===== config.mk =====
export PLATFORM = sky130hd
export DESIGN_NAME = prog_code_detonator
export DESIGN_NICKNAME = d
export VERILOG_FILES = /design/src/rtl/ncd_pkg.sv /design/src/rtl/ncd_blink_gen.sv /design/src/rtl/prog_code_detonator.sv
export SDC_FILE = /design/constraint.sdc
export NUM_CORES = 1
export LEC_CHECK = 0
export ABC_CLOCK_PERIOD_IN_PS = 2470
export BUFFER_PORTS_ARGS = -buffer_cell sky130_fd_sc_hd__buf_2
export CAP_MARGIN = 20
export CORE_MARGIN = 3
export CORE_UTILIZATION = 62
export DETAILED_ROUTE_END_ITERATION = 6
export PLACE_DENSITY = 0.8
export RECOVER_POWER = 100
export SYNTH_ARGS = -nofsm -noshare
export SYNTH_HDL_FRONTEND = slang
export SYNTH_HIERARCHICAL = 1
export SYNTH_SLANG_ARGS = --single-unit

===== constraint.sdc =====
create_clock -name clk -period 2.47 [get_ports clk]
set_clock_uncertainty 0.05 [all_clocks]
set_input_delay 0.1235 -clock clk [delete_from_list [all_inputs] [get_ports clk]]
set_output_delay 0.1235 -clock clk [all_outputs]
set_load 0.05 [all_outputs]

===== src/rtl/ncd_pkg.sv =====
`default_nettype none
// ============================================================================
// Module   : ncd_pkg
// Purpose  : Shared definitions for the numeric code detonator controller:
//            FSM state encodings, BCD digit width and the keypad priority
//            encoder used to turn a one-hot-ish key pulse bus into a digit.
// Ports    : n/a (package)
// Revision : 1.0 - initial release
// ============================================================================
package ncd_pkg;

    localparam int c_bcd_w = 4;

    localparam logic [3:0] c_st_idle    = 4'd0;
    localparam logic [3:0] c_st_armed   = 4'd1;
    localparam logic [3:0] c_st_entry   = 4'd2;
    localparam logic [3:0] c_st_verify  = 4'd3;
    localparam logic [3:0] c_st_ok      = 4'd4;
    localparam logic [3:0] c_st_fire    = 4'd5;
    localparam logic [3:0] c_st_prog    = 4'd6;
    localparam logic [3:0] c_st_error   = 4'd7;
    localparam logic [3:0] c_st_lockout = 4'd8;

    // Lowest set key index wins: scanning downwards lets the last hit
    // (the lowest index) overwrite any higher one.
    function automatic logic [c_bcd_w-1:0] key_to_bcd(input logic [9:0] key);
        logic [c_bcd_w-1:0] w_digit;
        w_digit = '0;
        for (int i = 9; i >= 0; i--) begin
            if (key[i]) begin
                w_digit = c_bcd_w'(i);
            end
        end
        return w_digit;
    endfunction

endpackage
`default_nettype wire


===== src/rtl/ncd_blink_gen.sv =====
`default_nettype none
// ============================================================================
// Module   : ncd_blink_gen
// Purpose  : Free-running blink source. While en is high a counter runs from
//            0 to MAX and toggles the blink bit on each wrap, giving a square
//            wave of half-period MAX+1 cycles that starts low. Dropping en
//            clears both the counter and the blink bit.
// Ports    : clk   - system clock
//            rst   - asynchronous, active-low reset
//            en    - run enable
//            blink - blink output
// Revision : 1.0 - initial release
// ============================================================================
module ncd_blink_gen #(
    parameter int MAX = 12499
) (
    input  logic clk,
    input  logic rst,
    input  logic en,
    output logic blink
);

    localparam int c_cnt_w = (MAX > 0) ? $clog2(MAX + 1) : 1;

    logic [c_cnt_w-1:0] r_cnt;
    logic               r_blink;

    always_ff @(posedge clk or negedge rst) begin
        if (!rst) begin
            r_cnt   <= '0;
            r_blink <= 1'b0;
        end else if (!en) begin
            r_cnt   <= '0;
            r_blink <= 1'b0;
        end else if (r_cnt == c_cnt_w'(MAX)) begin
            r_cnt   <= '0;
            r_blink <= ~r_blink;
        end else begin
            r_cnt   <= r_cnt + c_cnt_w'(1);
        end
    end

    assign blink = r_blink;

endmodule
`default_nettype wire


===== src/rtl/prog_code_detonator.sv =====
`default_nettype none
// ============================================================================
// Module   : prog_code_detonator
// Purpose  : Programmable numeric code detonator controller. Collects DIGITS
//            BCD digits from the keypad, verifies them against a stored code
//            (re-programmable after unlock), with entry timeout, retry limit
//            and timed lockout. Outputs drive LEDs, buzzer and 7-seg display.
// Ports    : clk       - system clock
//            rst       - asynchronous, active-low reset
//            key[9:0]  - one-cycle key pulses, lowest set bit taken
//            ready     - arm request
//            wait_t    - abort to IDLE
//            sure      - confirm entry
//            fire      - fire request
//            setup     - clear ERROR
//            prog      - enter code programming from OK
//            lt        - green LED, state OK
//            bt        - yellow LED, state FIRE
//            rt        - red LED, blinks in ERROR, steady in LOCKOUT
//            lb        - buzzer, steady in ERROR, blinks in LOCKOUT
//            m_disp    - last accepted digit
//            fail_cnt  - consecutive failed verifies
//            prog_done - one-cycle pulse when a new code is stored
// Revision : 1.0 - initial release
// ============================================================================
module prog_code_detonator
    import ncd_pkg::*;
#(
    parameter int                 DIGITS       = 4,
    parameter logic [4*DIGITS-1:0] DEFAULT_CODE = 16'h2580,
    parameter int                 MAX_TRIES    = 3,
    parameter int                 BLINK_MAX    = 12499,
    parameter int                 TIMEOUT_MAX  = 1000000,
    parameter int                 LOCK_MAX     = 4000000
) (
    input  logic                           clk,
    input  logic                           rst,
    input  logic [9:0]                     key,
    input  logic                           ready,
    input  logic                           wait_t,
    input  logic                           sure,
    input  logic                           fire,
    input  logic                           setup,
    input  logic                           prog,
    output logic                           lt,
    output logic                           bt,
    output logic                           rt,
    output logic                           lb,
    output logic [3:0]                     m_disp,
    output logic [$clog2(MAX_TRIES+1)-1:0] fail_cnt,
    output logic                           prog_done
);

    localparam int c_code_w = c_bcd_w * DIGITS;
    localparam int c_cnt_w  = $clog2(DIGITS + 1);
    localparam int c_fail_w = $clog2(MAX_TRIES + 1);
    localparam int c_tmo_w  = (TIMEOUT_MAX > 0) ? $clog2(TIMEOUT_MAX + 1) : 1;
    localparam int c_lock_w = (LOCK_MAX > 0) ? $clog2(LOCK_MAX + 1) : 1;

    // Registered state
    logic [3:0]          r_state;
    logic [c_code_w-1:0] r_code;
    logic [c_code_w-1:0] r_buf;
    logic [c_cnt_w-1:0]  r_cnt;
    logic [c_fail_w-1:0] r_fail;
    logic [3:0]          r_disp;
    logic                r_prog_done;
    logic [c_tmo_w-1:0]  r_tmo;
    logic [c_lock_w-1:0] r_lock;

    // Next-state values
    logic [3:0]          w_state_nxt;
    logic [c_code_w-1:0] w_code_nxt;
    logic [c_code_w-1:0] w_buf_nxt;
    logic [c_cnt_w-1:0]  w_cnt_nxt;
    logic [c_fail_w-1:0] w_fail_nxt;
    logic [3:0]          w_disp_nxt;
    logic                w_prog_done_nxt;
    logic [c_tmo_w-1:0]  w_tmo_nxt;
    logic [c_lock_w-1:0] w_lock_nxt;

    // Helpers
    logic                    w_key_any;
    logic [c_bcd_w-1:0]      w_digit;
    logic [c_code_w+3:0]     w_cat;
    logic                    w_full;
    logic [c_fail_w-1:0]     w_fail_inc;
    logic                    w_blink_err;
    logic                    w_blink_lock;

    assign w_key_any  = |key;
    assign w_digit    = key_to_bcd(key);
    assign w_cat      = {r_buf, w_digit};
    assign w_full     = (r_cnt == c_cnt_w'(DIGITS));
    assign w_fail_inc = r_fail + c_fail_w'(1);

    // State and datapath registers
    always_ff @(posedge clk or negedge rst) begin
        if (!rst) begin
            r_state     <= c_st_idle;
            r_code      <= DEFAULT_CODE;
            r_buf       <= '0;
            r_cnt       <= '0;
            r_fail      <= '0;
            r_disp      <= '0;
            r_prog_done <= 1'b0;
            r_tmo       <= '0;
            r_lock      <= '0;
        end else begin
            r_state     <= w_state_nxt;
            r_code      <= w_code_nxt;
            r_buf       <= w_buf_nxt;
            r_cnt       <= w_cnt_nxt;
            r_fail      <= w_fail_nxt;
            r_disp      <= w_disp_nxt;
            r_prog_done <= w_prog_done_nxt;
            r_tmo       <= w_tmo_nxt;
            r_lock      <= w_lock_nxt;
        end
    end

    // Next-state logic. The timeout and lock counters default to zero and are
    // only advanced on paths that stay in the same state, so any transition
    // (or accepted key, for the timeout) restarts them.
    always_comb begin
        w_state_nxt     = r_state;
        w_code_nxt      = r_code;
        w_buf_nxt       = r_buf;
        w_cnt_nxt       = r_cnt;
        w_fail_nxt      = r_fail;
        w_disp_nxt      = r_disp;
        w_prog_done_nxt = 1'b0;
        w_tmo_nxt       = '0;
        w_lock_nxt      = '0;

        case (r_state)
            c_st_idle: begin
                if (fire) begin
                    w_state_nxt = c_st_error;
                end else if (ready) begin
                    w_state_nxt = c_st_armed;
                end
            end

            c_st_armed: begin
                if (sure || fire) begin
                    w_state_nxt = c_st_error;
                end else if (wait_t) begin
                    w_state_nxt = c_st_idle;
                end else if (w_key_any) begin
                    w_state_nxt = c_st_entry;
                    w_buf_nxt   = c_code_w'(w_digit);
                    w_cnt_nxt   = c_cnt_w'(1);
                    w_disp_nxt  = w_digit;
                end
            end

            // ENTRY and PROG share the digit collection rules; they differ
            // only in fire handling and in what a complete sure does.
            c_st_entry, c_st_prog: begin
                if ((r_state == c_st_entry) && fire) begin
                    w_state_nxt = c_st_error;
                end else if (sure) begin
                    if (!w_full) begin
                        w_state_nxt = c_st_error;
                    end else if (r_state == c_st_entry) begin
                        w_state_nxt = c_st_verify;
                    end else begin
                        w_code_nxt      = r_buf;
                        w_prog_done_nxt = 1'b1;
                        w_state_nxt     = c_st_idle;
                    end
                end else if (wait_t) begin
                    w_state_nxt = c_st_idle;
                end else if (w_key_any) begin
                    if (w_full) begin
                        w_state_nxt = c_st_error;
                    end else begin
                        w_buf_nxt  = w_cat[c_code_w-1:0];
                        w_cnt_nxt  = r_cnt + c_cnt_w'(1);
                        w_disp_nxt = w_digit;
                    end
                end else if (r_tmo == c_tmo_w'(TIMEOUT_MAX)) begin
                    w_state_nxt = c_st_idle;
                end else begin
                    w_tmo_nxt = r_tmo + c_tmo_w'(1);
                end
            end

            c_st_verify: begin
                if (r_buf == r_code) begin
                    w_state_nxt = c_st_ok;
                    w_fail_nxt  = '0;
                end else begin
                    w_fail_nxt  = w_fail_inc;
                    w_state_nxt = (w_fail_inc == c_fail_w'(MAX_TRIES)) ?
                                  c_st_lockout : c_st_error;
                end
            end

            c_st_ok: begin
                if (fire) begin
                    w_state_nxt = c_st_fire;
                end else if (prog) begin
                    w_state_nxt = c_st_prog;
                    w_buf_nxt   = '0;
                    w_cnt_nxt   = '0;
                end else if (wait_t) begin
                    w_state_nxt = c_st_idle;
                end
            end

            c_st_fire: begin
                w_state_nxt = c_st_idle;
            end

            c_st_error: begin
                if (setup) begin
                    w_state_nxt = c_st_idle;
                end
            end

            c_st_lockout: begin
                if (r_lock == c_lock_w'(LOCK_MAX)) begin
                    w_state_nxt = c_st_error;
                    w_fail_nxt  = '0;
                end else begin
                    w_lock_nxt = r_lock + c_lock_w'(1);
                end
            end

            default: begin
                w_state_nxt = c_st_idle;
            end
        endcase
    end

    // Separate blink sources per state so that each starts low on entry,
    // including the direct LOCKOUT -> ERROR hand-over.
    ncd_blink_gen #(
        .MAX   (BLINK_MAX)
    ) u_blink_err (
        .clk   (clk),
        .rst   (rst),
        .en    (r_state == c_st_error),
        .blink (w_blink_err)
    );

    ncd_blink_gen #(
        .MAX   (BLINK_MAX)
    ) u_blink_lock (
        .clk   (clk),
        .rst   (rst),
        .en    (r_state == c_st_lockout),
        .blink (w_blink_lock)
    );

    // Output decode from current state
    assign lt        = (r_state == c_st_ok);
    assign bt        = (r_state == c_st_fire);
    assign rt        = (r_state == c_st_error)   ? w_blink_err :
                       (r_state == c_st_lockout);
    assign lb        = (r_state == c_st_error) ||
                       ((r_state == c_st_lockout) && w_blink_lock);
    assign m_disp    = r_disp;
    assign fail_cnt  = r_fail;
    assign prog_done = r_prog_done;

endmodule
`default_nettype wire

### Yosys cells after proc, flatten, opt, wreduce, memory -nomap -nowiden

Index checks and enable logic that the tools add are counted.

* register bits: 118
* output and inout port bits: 11

* bitwise gates (word level): 4
* equality and inequality tests: 34
* mux-type cells: 87
* add/subtract/negate cells: 6
* reduce and logical (&&, ||, !) cells: 15

Operators with widths (count)
* $mux W16: 10
* $mux W4: 36
* $mux W20: 6
* $mux W14: 4
* $pmux W16 S3: 1
* $mux W22: 2
* $mux W3: 11
* $add A14 B1 Y14 const B: 2
* $eq A14 B14 Y1 const B: 2
* $ne A2 B2 Y1 const B: 14
* $pmux W4 S7: 1
* $add A22 B1 Y22 const B: 1
* $eq A22 B22 Y1 const B: 1
* $add A20 B1 Y20 const B: 1
* $eq A20 B20 Y1 const B: 1
* $eq A16 B16 Y1: 1
* $eq A4 B3 Y1 const B: 4
* $ne A6 B6 Y1 const B: 2
* $reduce_and A11 Y1: 1
* $mux W1: 10
* $reduce_or A10 Y1: 1
* $pmux W3 S3: 1
* $reduce_and A9 Y1: 1
* $eq A4 B2 Y1 const B: 2
* other kinds (21): 30

### Depth between registers and ports, before layout

* depth in word-level cells: 16
* mapped depth: 8
* gate-level depth less buffers: 7

### Modules after synthesis

Netlist, hierarchy kept.

Modules (own cells, without submodules)
* prog_code_detonator: area each 4679.5 sq um, sequential area each 2207.1 sq um, cells an instance 472, instances 1
* ncd_blink_gen: area each 749.5 sq um, sequential area each 375.4 sq um, cells an instance 69, instances 2

### Least setup slack after synthesis

OpenSTA, ideal clock, no wires.

* kind: register to register
* start: register r_state[3]
* end: register r_disp[0] (netlist: m_disp[0])
* arrival: 2.001 ns
* slack: 0.297 ns
* cell stages (with the launch flop): 7
* period minus slack after synthesis: 2.173 ns
* path buffers: 1
* setup time: 0.122 ns
* cells stage by stage: dfrtp_1 -> or4b_2 -> nor2_1 -> a2bb2oi_2 -> or3_1 -> clkbuf_1 -> a32o_1

* cells in the longest elaborated chain, start to end: 4

Ends and longest elaborated chain
* start: declaration: RTL line prog_code_detonator.sv:61 `logic [3:0] r_state;`
* start signal: assignment: RTL line prog_code_detonator.sv:100 `r_state <= c_st_idle;`
* start signal: assignment: RTL line prog_code_detonator.sv:110 `r_state <= w_state_nxt;`
* $eq A4 B2 Y1 / $eq A4 B3 Y1 (equally long branches): RTL line prog_code_detonator.sv:136, prog_code_detonator.sv:161
* $reduce_or A2 Y1 / $logic_and A1 B1 Y1 (equally long branches): RTL line prog_code_detonator.sv:136, prog_code_detonator.sv:161
* $ne A2 B2 Y1 (no source line) / $reduce_bool A2 Y1 (equally long branches)
* $reduce_and A9 Y1 (no source line)
* end signal: assignment: RTL line prog_code_detonator.sv:115 `r_disp <= w_disp_nxt;`
* end: declaration: RTL line prog_code_detonator.sv:66 `logic [3:0] r_disp;`

Parallel ways exist; a longest one is shown, timed or not.
A chain may end at the register's enable or synchronous reset.

### Worst setup path after layout

* start: register r_state[3]
* end: register r_buf[0]

* cells in the longest elaborated chain, start to end: 4

Ends and longest elaborated chain
* $eq A4 B2 Y1 / $eq A4 B3 Y1 (equally long branches): RTL line prog_code_detonator.sv:136, prog_code_detonator.sv:161
* $reduce_or A2 Y1 / $logic_and A1 B1 Y1 (equally long branches): RTL line prog_code_detonator.sv:136, prog_code_detonator.sv:161
* $ne A2 B2 Y1 (no source line) / $reduce_bool A3 Y1 (equally long branches)
* $reduce_and A11 Y1 (no source line)
* end signal: assignment: RTL line prog_code_detonator.sv:112 `r_buf <= w_buf_nxt;`
* end: declaration: RTL line prog_code_detonator.sv:63 `logic [c_code_w-1:0] r_buf;`

Parallel ways exist; a longest one is shown, timed or not.

==> metrics.txt <==
# TYPE chip_impl_metric gauge
chip_impl_metric{name="synthesis.area",unit="µm²"} 6180
chip_impl_metric{name="detailedPlacementHpwl",unit="µm"} 8940
chip_impl_metric{name="totalWireLength",unit="µm"} 13600
chip_impl_metric{name="die-width",unit="µm"} 106
chip_impl_metric{name="maximum_buffer_depth_of_the_clock_tree",unit=""} 2
chip_impl_info{name="crit_path_cell_trace",value="or4b_2 -> nor2_1 -> a2bb2oi_1 -> clkbuf_2 -> o21a_1 -> a31o_2"} 1
chip_impl_metric{name="critPathMaxStageDelay",unit="ns"} 0.75
chip_impl_metric{name="met3_grt_util",unit="%"} 6.37
chip_impl_metric{name="report.power.total",unit="mW"} 6.42
chip_impl_metric{name="post_cts_resized",unit=""} 0
chip_impl_metric{name="synth_area_per_cell",unit="µm²"} 10.1
chip_impl_metric{name="time_the_worst_path_needs_with_i_o_delays_and_setup",unit="ns"} 2.35
chip_impl_metric{name="syn_to_final_growth",unit="%"} 14.7
chip_impl_info{name="critical-path-slowest-cell",value="or4b_2"} 1
chip_impl_metric{name="clkSlewWorstSetupHoldPaths",unit="ns"} 0.06
chip_impl_metric{name="critPathArrivalTime",unit="ns"} 2.72
chip_impl_metric{name="synth_edf_count",unit=""} 0
chip_impl_metric{name="whs",unit="ns"} 0.0622
chip_impl_info{name="cts.root.buffer_cell",value="clkbuf_8"} 1
chip_impl_metric{name="maximum_clock_frequency",unit="GHz"} 0.425
chip_impl_metric{name="critPathMaxFanout",unit=""} 17
chip_impl_info{name="start_kind",value="register"} 1
chip_impl_info{name="synthFlopType",value="dfrtp_1"} 1
chip_impl_metric{name="number_of_i_o_pins",unit=""} 29
chip_impl_metric{name="die_area",unit="µm²"} 11200
chip_impl_info{name="cts_tree",value="built"} 1
chip_impl_metric{name="num_rows",unit=""} 35
chip_impl_metric{name="drt-vias-per-instance",unit=""} 5.96
chip_impl_metric{name="power-per-cell-area",unit="nW/µm²"} 906
chip_impl_metric{name="n_antenna_cell",unit=""} 0
chip_impl_metric{name="postSynthCellCount",unit=""} 610
chip_impl_metric{name="drtIter0Drc",unit=""} 405
chip_impl_metric{name="grt.overflow.total",unit=""} 0
chip_impl_info{name="cp-end-kind",value="register"} 1
chip_impl_metric{name="rr_worst_depth",unit=""} 6
chip_impl_metric{name="cts_max_level",unit=""} 4
chip_impl_metric{name="worst_pin_slew",unit="ns"} 1.26
chip_impl_info{name="worst-setup-path-type",value="reg -> reg"} 1
chip_impl_metric{name="cts.sinks",unit=""} 118
chip_impl_metric{name="antenna_found_initial",unit=""} 0
chip_impl_metric{name="global_route.usage.met2",unit="%"} 41.9
chip_impl_metric{name="fraction_of_registers_with_async_set_or_reset_after_synthesis",unit="%"} 100
chip_impl_metric{name="route.detailed.wl_per_inst",unit="µm"} 17.0
chip_impl_metric{name="slew_headroom",unit="%"} 15.9
chip_impl_metric{name="drive_gt1_share",unit="%"} 15.1
chip_impl_metric{name="cp.required",unit="ns"} 2.83
chip_impl_metric{name="min_period_over_period",unit="%"} 95.2
chip_impl_metric{name="synth_seq_area_share",unit="%"} 47.9
chip_impl_metric{name="grt_max_degree",unit=""} 52
chip_impl_metric{name="chipHeight",unit="µm"} 106
chip_impl_info{name="rsz0062_at_grt",value="false"} 1
chip_impl_metric{name="irDropWorstVdd",unit="mV"} 0.827
chip_impl_metric{name="vias",unit=""} 4761
chip_impl_metric{name="final_net_count",unit=""} 684
chip_impl_metric{name="cts_made_buffers",unit=""} 17
chip_impl_metric{name="grt_first_pass_wirelength",unit="µm"} 23500
chip_impl_metric{name="drt_pass1_iterations",unit=""} 7
chip_impl_metric{name="numPortBuffers",unit=""} 28
chip_impl_info{name="hold_class",value="in -> reg"} 1
chip_impl_metric{name="synth.yosys.warnings",unit=""} 6
chip_impl_metric{name="route.detailed.drc",unit=""} 0
chip_impl_metric{name="final-hold-violation-count",unit=""} 0
chip_impl_metric{name="clock_latency",unit="ns"} 0.52
chip_impl_metric{name="core_area",unit="µm²"} 9460
chip_impl_metric{name="synth-seq-cells",unit=""} 118
chip_impl_metric{name="leakagePower",unit="nW"} 3.22
chip_impl_info{name="top_usage_layer",value="met2"} 1
chip_impl_metric{name="worst-path-stages",unit=""} 6
chip_impl_metric{name="timing.final.setup_violations",unit=""} 0
chip_impl_metric{name="maxSlewViolCount",unit=""} 0
chip_impl_metric{name="max_cap_violations",unit=""} 0
chip_impl_metric{name="global_route.usage.total",unit="%"} 26.2
chip_impl_metric{name="routabilityCongestion",unit=""} 0.921
chip_impl_metric{name="final_antenna_net_count",unit=""} 0
chip_impl_metric{name="mappedNetlistNets",unit=""} 637
chip_impl_metric{name="timing.critical_path.buf_inv",unit=""} 1
chip_impl_metric{name="whs_path_depth",unit=""} 4
chip_impl_metric{name="initial_utilization",unit="%"} 65.3
chip_impl_info{name="critical_path.top_delay_family",value="simple AND/OR/NAND/NOR gates"} 1
chip_impl_metric{name="yosysUniqueCellTypes",unit=""} 65
chip_impl_metric{name="grt_pass1_vias",unit=""} 4872
chip_impl_metric{name="fin_tns_setup",unit="ns"} 0
chip_impl_info{name="outcome",value="finished clean"} 1
chip_impl_metric{name="grt.met1_usage",unit="%"} 35.6
-- through the flow --
step / cell area (µm²) / utilization (%) / cells / setup WS (ns)
after floorplan: 6180 / - / 610 / 0.297
after global placement: 6530 / 69.0 / 761 / 0.258
after global routing: 7080 / 74.9 / 799 / 0.0106
after CTS: 7200 / 76.1 / 799 / 0.106
after detailed placement: 6530 / 69.0 / 761 / 0.194
final: 7080 / 74.9 / 799 / 0.117
-- state kept, by name (all words and copies together), names as in the netlist, 2 cells and up --
name                flops
u_blink_lock/r_cnt     14
r_cnt                   3
u_blink_err/r_cnt      14
r_tmo                  20
fail_cnt                2
r_buf                  16
m_disp                  4
r_lock                 22
r_code                 16
r_state                 4
-- where the power goes --
| part | total (mW) | switching (mW) | internal, mW | leakage [nW] |
|---|---|---|---|---|
| combinational | 1.71 | 1.18 | 0.537 | 1.32 |
| sequential | 2.20 | 0.123 | 2.08 | 1.62 |
| clock | 2.50 | 0.887 | 1.62 | 0.287 |
-- placed cells by master (no fill, tap or decap), types with 17 or more instances in the layout --
cell type,count
nand2_1,37
buf_2,19
nand3_1,29
xor2_1,67
nand4_1,19
o21ai_0,18
dfrtp_1,114
o31ai_1,18
inv_1,18
mux2_2,17
nor2_1,85
-- cell families after synthesis --
kind of cell	synth area share [%]
DFF	47.9
AOI/OAI and AO/OA	9.11
and+or+nand+nor	23.2
muxes	3.58
buffers and inverters	3.16
adders and majority gates	1.82
xor gates and xnor gates	11.2
-- area by class of cell --
type | instances | area [µm²]
clock inverter | 11 | 148
multi-input combinational | 447 | 2980
clock buffer | 21 | 459
fill | 680 | 2370
timing repair buffer | 55 | 312
inverter | 18 | 67.6
tap | 129 | 161
sequential | 118 | 2960
-- metal layers --
layer	wire, µm	vias up	share of wire, %
met1	6120	2380	45
met5	0	-	0
met4	180	0	1.3
met2	6680	108	49
met3	582	20	4.3
li1	-	2253	-
-- synthesized netlist by cell type, types with 4 or more instances --
cell type	instances	share of area, %
nor3b_1	5	0.61
nand4_1	19	1.9
mux2_2	17	3.1
nand3_1	29	2.3
nor2_1	85	5.2
ha_1	9	1.8
and4_1	10	1.4
inv_1	18	1.1
and3_1	13	1.3
o41ai_1	5	0.71
dfstp_2	4	1.7
and2_1	11	1.1
o31ai_1	18	2.2
nor4b_1	4	0.57
clkbuf_1	18	1.1
nand2_1	35	2.1
nor3_1	5	0.40
dfrtp_1	114	46
o22ai_1	4	0.40
o21ai_0	18	1.5
xor2_1	67	9.5
a21o_1	4	0.49
nand2b_1	6	0.61
a21oi_1	4	0.32
or3_1	6	0.61
nor4_1	8	0.81
xnor2_1	12	1.7
-- worst paths after layout --
check	end	from	slack [ns]
hold reg to reg	u_blink_lock/r_cnt[0]	u_blink_lock/r_cnt[0]	0.40
min in group asynchronous	u_blink_err/r_cnt[11]	rst	0.39
hold / removal	r_buf[0]	key[2]	0.06
setup reg to reg	r_buf[0]	r_state[3]	0.12
setup / recovery	r_buf[0]	r_state[3]	0.12
max in group asynchronous	fail_cnt[0]	rst	0.36
-- what timing repair did --
action                                 CTS  global route
endpoints found under the hold margin   56             0
hold buffers                             6             0
setup endpoints to repair                0             0
buffers inserted                         0             0
-- worst reg2reg max path, cell delays in order, from the launching register on --
cell and delay, ns:
dfrtp_1 0.37, or4b_2 0.75, nor2_1 0.19, a2bb2oi_1 0.16, clkbuf_2 0.28, o21a_1 0.24
a31o_2 0.21
Power figures use the tool's default switching activity.
